==> src/rtl/seg7_scan_driver.sv <==
// -----------------------------------------------------------------------------
// seg7_scan_driver
//
// Time-multiplexed N-digit hexadecimal seven-segment display driver for
// common-anode displays. A packed nibble bus is captured into a pending
// register on load and handed to the display register only at the start of
// a scan frame, so a frame never shows a mix of old and new digits. Each
// digit gets one slot of SCAN_DIV clocks. The first GUARD clocks of every
// slot keep all anodes off to suppress ghosting.
//
// Parameters
//   NUM_DIGITS   digits scanned (>= 2)
//   SCAN_DIV     clk cycles per digit slot (>= 2)
//   GUARD        anode-off cycles at the start of each slot (0 <= GUARD < SCAN_DIV)
//   SEG_ACT_LOW  1: segs/dp driven low when lit, 0: driven high when lit
//   AN_ACT_LOW   1: anode driven low when on,    0: driven high when on
//
// Ports
//   clk         system clock
//   rst_n       asynchronous reset, active low
//   value       packed digits, digit k = value[4k+3:4k], digit 0 rightmost
//   dp_in       decimal point per digit, 1 = lit
//   load        capture value/dp_in into the pending register
//   blank       1 = all anodes off (scanning continues)
//   segs        segment drive {g,f,e,d,c,b,a}
//   dp          decimal point drive
//   an          anode enables, one-hot when a digit is on
//   digit_idx   digit whose slot is currently running
//   frame_done  one-cycle pulse when the last digit's slot has ended
//
// Optional build macro
//   SEG7_LZB_EN  leading-zero blanking: digit k>0 keeps its anode off when
//                it and every higher display digit are 0 with dp off.
//                Digit 0 is always shown.
// -----------------------------------------------------------------------------
module seg7_scan_driver #(
    parameter int NUM_DIGITS  = 4,
    parameter int SCAN_DIV    = 50000,
    parameter int GUARD       = 500,
    parameter int SEG_ACT_LOW = 1,
    parameter int AN_ACT_LOW  = 1
) (
    input  logic                          clk,
    input  logic                          rst_n,
    input  logic [4*NUM_DIGITS-1:0]       value,
    input  logic [NUM_DIGITS-1:0]         dp_in,
    input  logic                          load,
    input  logic                          blank,
    output logic [6:0]                    segs,
    output logic                          dp,
    output logic [NUM_DIGITS-1:0]         an,
    output logic [$clog2(NUM_DIGITS)-1:0] digit_idx,
    output logic                          frame_done
);

    localparam int IDX_W   = $clog2(NUM_DIGITS);
    localparam int PRESC_W = $clog2(SCAN_DIV);

    localparam logic [PRESC_W-1:0] PRESC_LAST = PRESC_W'(SCAN_DIV - 1);
    localparam logic [PRESC_W-1:0] GUARD_END  = PRESC_W'(GUARD);
    localparam logic [IDX_W-1:0]   IDX_LAST   = IDX_W'(NUM_DIGITS - 1);

    localparam bit SEG_LOW = (SEG_ACT_LOW != 0);
    localparam bit AN_LOW  = (AN_ACT_LOW != 0);

    localparam logic [6:0]            SEGS_OFF = SEG_LOW ? 7'h7F : 7'h00;
    localparam logic                  DP_OFF   = SEG_LOW ? 1'b1 : 1'b0;
    localparam logic [NUM_DIGITS-1:0] AN_OFF   = AN_LOW ? {NUM_DIGITS{1'b1}}
                                                        : {NUM_DIGITS{1'b0}};

    // Active-low gfedcba pattern for one hex nibble.
    function automatic logic [6:0] hex_to_segs_n(input logic [3:0] nib);
        logic [6:0] pat;
        pat = 7'h7F;
        case (nib)
            4'h0: pat = 7'h40;
            4'h1: pat = 7'h79;
            4'h2: pat = 7'h24;
            4'h3: pat = 7'h30;
            4'h4: pat = 7'h19;
            4'h5: pat = 7'h12;
            4'h6: pat = 7'h02;
            4'h7: pat = 7'h78;
            4'h8: pat = 7'h00;
            4'h9: pat = 7'h18;
            4'hA: pat = 7'h08;
            4'hB: pat = 7'h03;
            4'hC: pat = 7'h46;
            4'hD: pat = 7'h21;
            4'hE: pat = 7'h06;
            4'hF: pat = 7'h0E;
            default: pat = 7'h7F;
        endcase
        return pat;
    endfunction

    // State
    logic [PRESC_W-1:0]      presc_reg,      presc_next;
    logic [IDX_W-1:0]        digit_idx_reg,  digit_idx_next;
    logic                    pend_valid_reg, pend_valid_next;
    logic [4*NUM_DIGITS-1:0] pend_value_reg, pend_value_next;
    logic [NUM_DIGITS-1:0]   pend_dp_reg,    pend_dp_next;
    logic [4*NUM_DIGITS-1:0] disp_value_reg, disp_value_next;
    logic [NUM_DIGITS-1:0]   disp_dp_reg,    disp_dp_next;

    // Registered outputs
    logic                    frame_done_reg, frame_done_next;
    logic [6:0]              segs_reg,       segs_next;
    logic                    dp_reg,         dp_next;
    logic [NUM_DIGITS-1:0]   an_reg,         an_next;

    logic                    slot_end;
    logic                    frame_wrap;
    logic [3:0]              disp_nib [NUM_DIGITS];
    logic [NUM_DIGITS-1:0]   digit_shown;
    logic [NUM_DIGITS-1:0]   an_onehot;
    logic [6:0]              segs_lit_n;
    logic                    digit_on;

    assign slot_end   = (presc_reg == PRESC_LAST);
    assign frame_wrap = slot_end && (digit_idx_reg == IDX_LAST);
    assign an_onehot  = NUM_DIGITS'(1) << digit_idx_reg;

    genvar gi;
    generate
        for (gi = 0; gi < NUM_DIGITS; gi++) begin : g_nib
            assign disp_nib[gi] = disp_value_reg[4*gi +: 4];
        end
    endgenerate

`ifdef SEG7_LZB_EN
    // lz_chain[k] = digits k..NUM_DIGITS-1 are all zero with their dp off.
    // Built from the display register so it tracks frame boundaries exactly.
    logic [NUM_DIGITS:1] lz_chain;
    assign lz_chain[NUM_DIGITS] = 1'b1;
    generate
        for (gi = 1; gi < NUM_DIGITS; gi++) begin : g_lzb
            assign lz_chain[gi] = lz_chain[gi+1] && (disp_nib[gi] == 4'h0)
                                  && !disp_dp_reg[gi];
        end
    endgenerate
    assign digit_shown = {~lz_chain[NUM_DIGITS-1:1], 1'b1};
`else
    assign digit_shown = {NUM_DIGITS{1'b1}};
`endif

    always_comb begin
        // Scan timing
        presc_next     = presc_reg + PRESC_W'(1);
        digit_idx_next = digit_idx_reg;
        if (slot_end) begin
            presc_next     = '0;
            digit_idx_next = frame_wrap ? '0 : digit_idx_reg + IDX_W'(1);
        end

        // Pending capture: last load before the frame boundary wins.
        pend_valid_next = pend_valid_reg;
        pend_value_next = pend_value_reg;
        pend_dp_next    = pend_dp_reg;
        disp_value_next = disp_value_reg;
        disp_dp_next    = disp_dp_reg;
        if (load) begin
            pend_value_next = value;
            pend_dp_next    = dp_in;
            pend_valid_next = 1'b1;
        end

        // Display updates only on the frame wrap. A load landing on that same
        // edge bypasses the pending register so it is not shown a frame late.
        if (frame_wrap) begin
            if (load) begin
                disp_value_next = value;
                disp_dp_next    = dp_in;
                pend_valid_next = 1'b0;
            end else if (pend_valid_reg) begin
                disp_value_next = pend_value_reg;
                disp_dp_next    = pend_dp_reg;
                pend_valid_next = 1'b0;
            end
        end

        frame_done_next = frame_wrap;

        // Segments always follow the current digit; only the anodes gate.
        segs_lit_n = hex_to_segs_n(disp_nib[digit_idx_reg]);
        segs_next  = SEG_LOW ? segs_lit_n : ~segs_lit_n;
        dp_next    = SEG_LOW ? ~disp_dp_reg[digit_idx_reg] : disp_dp_reg[digit_idx_reg];

        digit_on = (presc_reg >= GUARD_END) && !blank && digit_shown[digit_idx_reg];
        an_next  = AN_OFF;
        if (digit_on) begin
            an_next = AN_LOW ? ~an_onehot : an_onehot;
        end
    end

    always_ff @(posedge clk or negedge rst_n) begin
        if (!rst_n) begin
            presc_reg      <= '0;
            digit_idx_reg  <= '0;
            pend_valid_reg <= 1'b0;
            pend_value_reg <= '0;
            pend_dp_reg    <= '0;
            disp_value_reg <= '0;
            disp_dp_reg    <= '0;
            frame_done_reg <= 1'b0;
            segs_reg       <= SEGS_OFF;
            dp_reg         <= DP_OFF;
            an_reg         <= AN_OFF;
        end else begin
            presc_reg      <= presc_next;
            digit_idx_reg  <= digit_idx_next;
            pend_valid_reg <= pend_valid_next;
            pend_value_reg <= pend_value_next;
            pend_dp_reg    <= pend_dp_next;
            disp_value_reg <= disp_value_next;
            disp_dp_reg    <= disp_dp_next;
            frame_done_reg <= frame_done_next;
            segs_reg       <= segs_next;
            dp_reg         <= dp_next;
            an_reg         <= an_next;
        end
    end

    assign segs       = segs_reg;
    assign dp         = dp_reg;
    assign an         = an_reg;
    assign digit_idx  = digit_idx_reg;
    assign frame_done = frame_done_reg;

endmodule

==> config.mk <==
export PLATFORM = sky130hd
export DESIGN_NAME = seg7_scan_driver
export DESIGN_NICKNAME = d
export VERILOG_FILES = /design/src/rtl/seg7_scan_driver.sv
export SDC_FILE = /design/constraint.sdc
export NUM_CORES = 1
export LEC_CHECK = 0
export ABC_AREA = 1
export BUFFER_PORTS_ARGS = -buffer_cell sky130_fd_sc_hd__buf_2
export CORE_UTILIZATION = 60
export CTS_CLUSTER_DIAMETER = 50
export DETAILED_ROUTE_END_ITERATION = 8
export PLACE_DENSITY_LB_ADDON = 0.08
export SLEW_MARGIN = 20
export SYNTH_ARGS = -nofsm -noshare
export SYNTH_HDL_FRONTEND = slang
export SYNTH_SLANG_ARGS = --single-unit
export TNS_END_PERCENT = 50
==> constraint.sdc <==
create_clock -name clk -period 4.7 [get_ports clk]
set_input_delay 0.235 -clock clk [delete_from_list [all_inputs] [get_ports clk]]
set_output_delay 0.235 -clock clk [all_outputs]
set_load 0.02 [all_outputs]
==> impl_metrics.ini, run 1 <==
[worst_setup_path]
crit_required_ns = 4.93
cp_slowest_cell = ha_1
critPathMaxStageDelay_ns = 0.80
cpMostUsedCell = nand2_1
cp_max_fo = 24
worstPathArrival_ns = 2.62
crit_type = reg2reg
path_cells = ha_1 > nand4_2 > nand2_1 > nand2_1
endpoint_kind = flop
startpoint_type = flop
critical-path-top-delay-family = simple AND/OR/NAND/NOR gates
crit_buf_inv = 0

[floorplan]
pin_count = 39
die_w_um = 78.9
chipHeight_um = 78.9
core_area_sq_mm = 0.00561
fp.dieArea_sq_mm = 0.00623
start_util_pct = 63.3
num_rows = 27

[yosys]
synth-simple-area-share_pct = 34.0
synth_seq_cells = 72
synth_flop_cell = dfrtp_1
synth_cell_types = 30
synth_compound_area_share_pct = 1.90
postSynthAreaPerCell_sq_um = 8.35
synth_area_sq_mm = 0.00355
netlist.area_leader.share_pct = 42.3
synth_edf_count = 0
synth_top_family_by_area = simple AND/OR/NAND/NOR gates
syn_nets = 460
synthArstFlopShare_pct = 100
synth-adder-area-share_pct = 3.88
synth_xor_area_share_pct = 2.22
yosys-top-cells-area = dfrtp_1 (42%), nand2_1 (19%), dfstp_2 (8.9%)
muxShareOfSynthArea_pct = 0
yosys.area.top_type = dfrtp_1
syn_inst = 425
synth_warnings = 0
yosysSeqAreaShare_pct = 51.2

[clock_network]
insertion_delay_ns = 0.34
cts_sinks = 72
cts_setup_buffers = 0
htreeDepth = 3
root_buffer = clkbuf_8
cts_buffers = 9
cts.path.max_buffers = 2
cts_tree = done
clk_pin_slew_ns = 0.08

[power]
power_density_mw_per_mm2 = 288
finalPower_uw = 1120
irDropWorstVdd_uv = 235
p_leak_uw = 0.00214

[timing]
tns_ns = 0
clock-skew-final_ns = 0.00740
worst_pin_slew_ns = 0.844
max_slew_margin_pct = 43.7
slew_viol_final = 0
max_freq_ghz = 0.418
final_hold_viol_count = 0
setup_viol = 0
period_share_pct = 50.9
period_minus_slack_ns = 2.39
rsz0062_at_grt = false

[place]
dpl_cell_area_sq_mm = 0.00372
dp_cells = 522
hpwlAfterDp_mm = 4.78
gp_congestion = 0.799
port_buffers = 38

[final_layout]
multiInputGateArea_sq_mm = 0.00149
areaGrowthSynthToFinish_pct = 9.98
regArea_sq_mm = 0.00182
final_cells = 539
nets = 497
drive_gt1_share_pct = 17.3
n_fill_cell = 506
most-common-layout-cells = nand2_1 (177), dfrtp_1 (60), buf_2 (38)
mostFrequentLayoutCell = nand2_1
num_antenna_cells = 0
design_area_sq_mm = 0.00390

[drt]
vias = 2778
drc = 0
antenna_left = 0
first_iter_violations = 145
wl_mm = 6.76
viasPerCell = 5.15
dr.pass1.iters = 4
wire_per_inst_um = 12.5

[global_route]
grt_pass1_wl_mm = 12.0
antenna_found_initial = 0
grt_use_total_pct = 25.0
grt_pass1_vias = 2603
grt_max_degree = 51
gr-total-overflow = 0

[min_path]
hold_path.class = in2reg

[job]
max-cap-violations = 0

[status]
status = finished clean
-- kinds of logic (layout without fill, tap and decap cells) --
logic type	Yosys count	count (layout)
compound gates	12	12
flops	72	72
simple gates	274	274
fa+ha+maj	11	11
xor+xnor	9	9
buf+inv	47	89
-- report_power, final --
part / internal, uW / switching [uW] / leakage, uW
clock: 207 / 229 / 0.0000866
combinational: 14.8 / 33.0 / 0.00114
sequential: 635 / 4.08 / 0.000908
total: 857 / 266 / 0.00214
-- metal layers --
| layer | vias to the layer above | track usage [%] | wire length, um |
|---|---|---|---|
| met2 | 65 | 37.7 | 2980 |
| met5 | - | 0 | 0 |
| met4 | 0 | 8.73 | 91 |
| li1 | 1422 | - | - |
| met3 | 10 | 7.93 | 300 |
| met1 | 1281 | 34.3 | 3390 |
-- cells in the mapped netlist (2+ instances only) --
master	n
nand3_1	27
inv_1	30
ha_1	11
a21oi_1	2
nor3_1	2
dfrtp_1	60
clkbuf_1	4
buf_2	2
nor2_2	3
and2_1	2
o21ai_1	3
nand2_1	177
buf_8	2
nor2_1	31
o21ai_0	5
buf_6	5
inv_2	3
dfstp_2	12
nand4_1	21
nand3_2	3
nand2_2	3
xor2_1	9
-- tightest hold or removal path, delay by kind of cell --
family | cells | cell delay, ns
and+or+nand+nor | 2 | 0.11
buffers and inverters | 1 | 0.08
-- final cells by class --
cell class / instances / area share [%]
clock inverters: 4 / 0.769
flip-flops and latches: 72 / 46.6
multi-input cells: 306 / 38.2
well taps: 72 / 2.31
repair buffers: 40 / 5.32
inverters: 33 / 3.17
clock buffers: 12 / 3.72
-- path summary, 6_finish.rpt --
check                                  start                  to  slack, ns  cells after the start
min reg2reg                pend_value_reg[2]   pend_value_reg[2]       0.48                      2
max                             digit_idx[0]      disp_dp_reg[1]       2.31                      4
max in group asynchronous              rst_n  disp_value_reg[13]       3.33                      3
min                                 value[2]   pend_value_reg[2]       0.11                      3
max reg2reg                     digit_idx[0]      disp_dp_reg[1]       2.31                      4
min in group asynchronous              rst_n       presc_reg[12]       0.38                      2
-- repair_timing --
item	4_1_cts	5_1_grt
hold buffers	1	0
resized for setup	0	0
endpoints found under the hold margin	11	0
-- stage by stage --
step                worst slack [ns]  hold WS [ns]  utilization (%)
global route                    2.04         0.125             69.6
detailed placement              2.35         0.226             66.3
floorplan                       3.09       -0.0606                -
global placement                2.47         0.223             66.3
finish                          2.31         0.112             69.6
CTS                             2.31        0.0974             69.6
(Power assumes the default switching activity.)
==> inputs of run 2 (changes only) <==
--- a/config.mk
+++ b/config.mk
@@ -7,7 +7,7 @@
 export LEC_CHECK = 0
 export ABC_AREA = 1
 export BUFFER_PORTS_ARGS = -buffer_cell sky130_fd_sc_hd__buf_2
-export CORE_UTILIZATION = 60
+export CORE_UTILIZATION = 58
 export CTS_CLUSTER_DIAMETER = 50
 export DETAILED_ROUTE_END_ITERATION = 8
 export PLACE_DENSITY_LB_ADDON = 0.08
==> constraint.sdc (replaced) <==
create_clock -name clk -period 2.5 [get_ports clk]
set_input_delay 0.125 -clock clk [delete_from_list [all_inputs] [get_ports clk]]
set_output_delay 0.125 -clock clk [all_outputs]
set_load 0.02 [all_outputs]
==> impl_metrics.ini, run 2 (synthesized netlist as in run 1, its figures left out) <==
[floorplan]
num_rows = 28
die_w_um = 80.2
core_area_sq_mm = 0.00592
fp.dieArea_sq_mm = 0.00643
chipHeight_um = 80.2
start_util_pct = 59.9
pin_count = 39

[place]
dpl_cell_area_sq_mm = 0.00374
port_buffers = 38
gp_congestion = 0.854
hpwlAfterDp_mm = 4.83

[timing]
final_hold_viol_count = 0
rsz0062_at_grt = false
worst_pin_slew_ns = 0.614
max_freq_ghz = 0.513
period_minus_slack_ns = 1.95
tns_ns = 0
clock-skew-final_ns = 0.00450
setup_viol = 0
max_slew_margin_pct = 59.1
period_share_pct = 77.9
slew_viol_final = 0

[final_layout]
design_area_sq_mm = 0.00395
num_antenna_cells = 0
drive_gt1_share_pct = 17.2
n_fill_cell = 532
nets = 504
areaGrowthSynthToFinish_pct = 11.2
most-common-layout-cells = nand2_1 (177), dfrtp_1 (60), buf_2 (38)
mostFrequentLayoutCell = nand2_1

[clock_network]
clk_pin_slew_ns = 0.07
cts_setup_buffers = 0
cts_buffers = 9
cts_sinks = 72
insertion_delay_ns = 0.34
cts_tree = done
cts.path.max_buffers = 2
htreeDepth = 3
cts-resized-gates = 0
postCtsHoldBufs = 5
root_buffer = clkbuf_8

[power]
power_density_mw_per_mm2 = 524
irDropWorstVdd_uv = 379
power_switching_uw = 465
swShare_pct = 22.5
p_leak_uw = 0.00216
power.internal_uw = 1600
clock_power_share_pct = 37.3
seqPwrFrac_pct = 58.1
p_comb_share_pct = 4.6

[drt]
first_iter_violations = 132
met2_length_mm = 3.10
antenna_left = 0
wire_per_inst_um = 12.6
dr.pass1.iters = 4
topRoutingLayerUsed = met4
drc = 0
vias = 2750
wl_met3_um = 225
drt-met1-wl_mm = 3.43
viasPerCell = 5.03
wl_mm = 6.87

[global_route]
grt_use_total_pct = 24.4
gr-total-overflow = 0
grt_max_degree = 28
grt_pass1_wl_mm = 11.8
grt_pass1_vias = 2568
antenna_found_initial = 0

[worst_setup_path]
cp_max_fo = 15
crit_type = reg2reg
worstPathArrival_ns = 2.22
crit_required_ns = 2.77
rr_worst_depth = 10
endpoint_kind = flop
startpoint_type = flop
r2r_setup_slack_ns = 0.55

[job]
max-cap-violations = 0

[status]
status = finished clean

[min_path]
min_delay_path_depth = 3
hold_path.class = in2reg
run 2: worst max-delay path, stage by stage, from the launching register on:
cell,delay [ns]
dfrtp_1,0.65
inv_2,0.22
nand2_1,0.10
nand3_1,0.09
nand2_1,0.21
inv_1,0.09
ha_1,0.21
nand3_1,0.12
nand2_1,0.07
nand2_1,0.05
nand2_1,0.06
run 2: cell type report:
| class | count | area [sq um] | area share [%] |
|---|---|---|---|
| clock buffers | 13 | 149 | 3.77 |
| clock inverters | 1 | 5.00 | 0.127 |
| multi-input cells | 306 | 1490 | 37.7 |
| well taps | 75 | 93.8 | 2.38 |
| repair buffers | 47 | 270 | 6.85 |
| inverters | 33 | 124 | 3.14 |
| flip-flops and latches | 72 | 1820 | 46.0 |
run 2: routing by layer:
layer  global-route usage [%]  vias to the layer above
li1                         -                     1425
met1                     33.1                     1256
met2                     38.5                       60
met3                     3.75                        9
met4                     11.3                        0
met5                        0                        -
run 2: worst paths after layout:
kind | to | start
min | pend_value_reg[9] | value[9]
min in group asynchronous | presc_reg[7] | rst_n
max | segs[3] | digit_idx[0]
max reg2reg | segs[3] | digit_idx[0]
min reg2reg | pend_value_reg[9] | pend_value_reg[9]
max in group asynchronous | segs[2] | rst_n
run 2: power by group through the flow:
stage	registers [uW]	clock network, uW	logic, uW
detailed placement	1220	0	91.4
CTS	1200	790	97.1
global placement	1220	0	88.9
global route	1200	836	112
floorplan	1220	0	39.0
finish	1200	772	94.2
run 2: metrics by stage:
| stage | worst slack [ns] | std cells | util, % | power [uW] | hold slack (ns) |
|---|---|---|---|---|---|
| 3_5_place_dp | 0.538 | 528 | 63.2 | 1310 | 0.175 |
| 2_1_floorplan | 0.893 | 425 | - | 1260 | -0.171 |
| 5_1_grt | 0.290 | 547 | 66.7 | 2150 | 0.0169 |
| 3_3_place_gp | 0.570 | 528 | 63.2 | 1310 | 0.166 |
| 6_report | 0.552 | 547 | 66.7 | 2070 | 0.0139 |
| 4_1_cts | 0.533 | 547 | 66.7 | 2090 | 0.000147 |
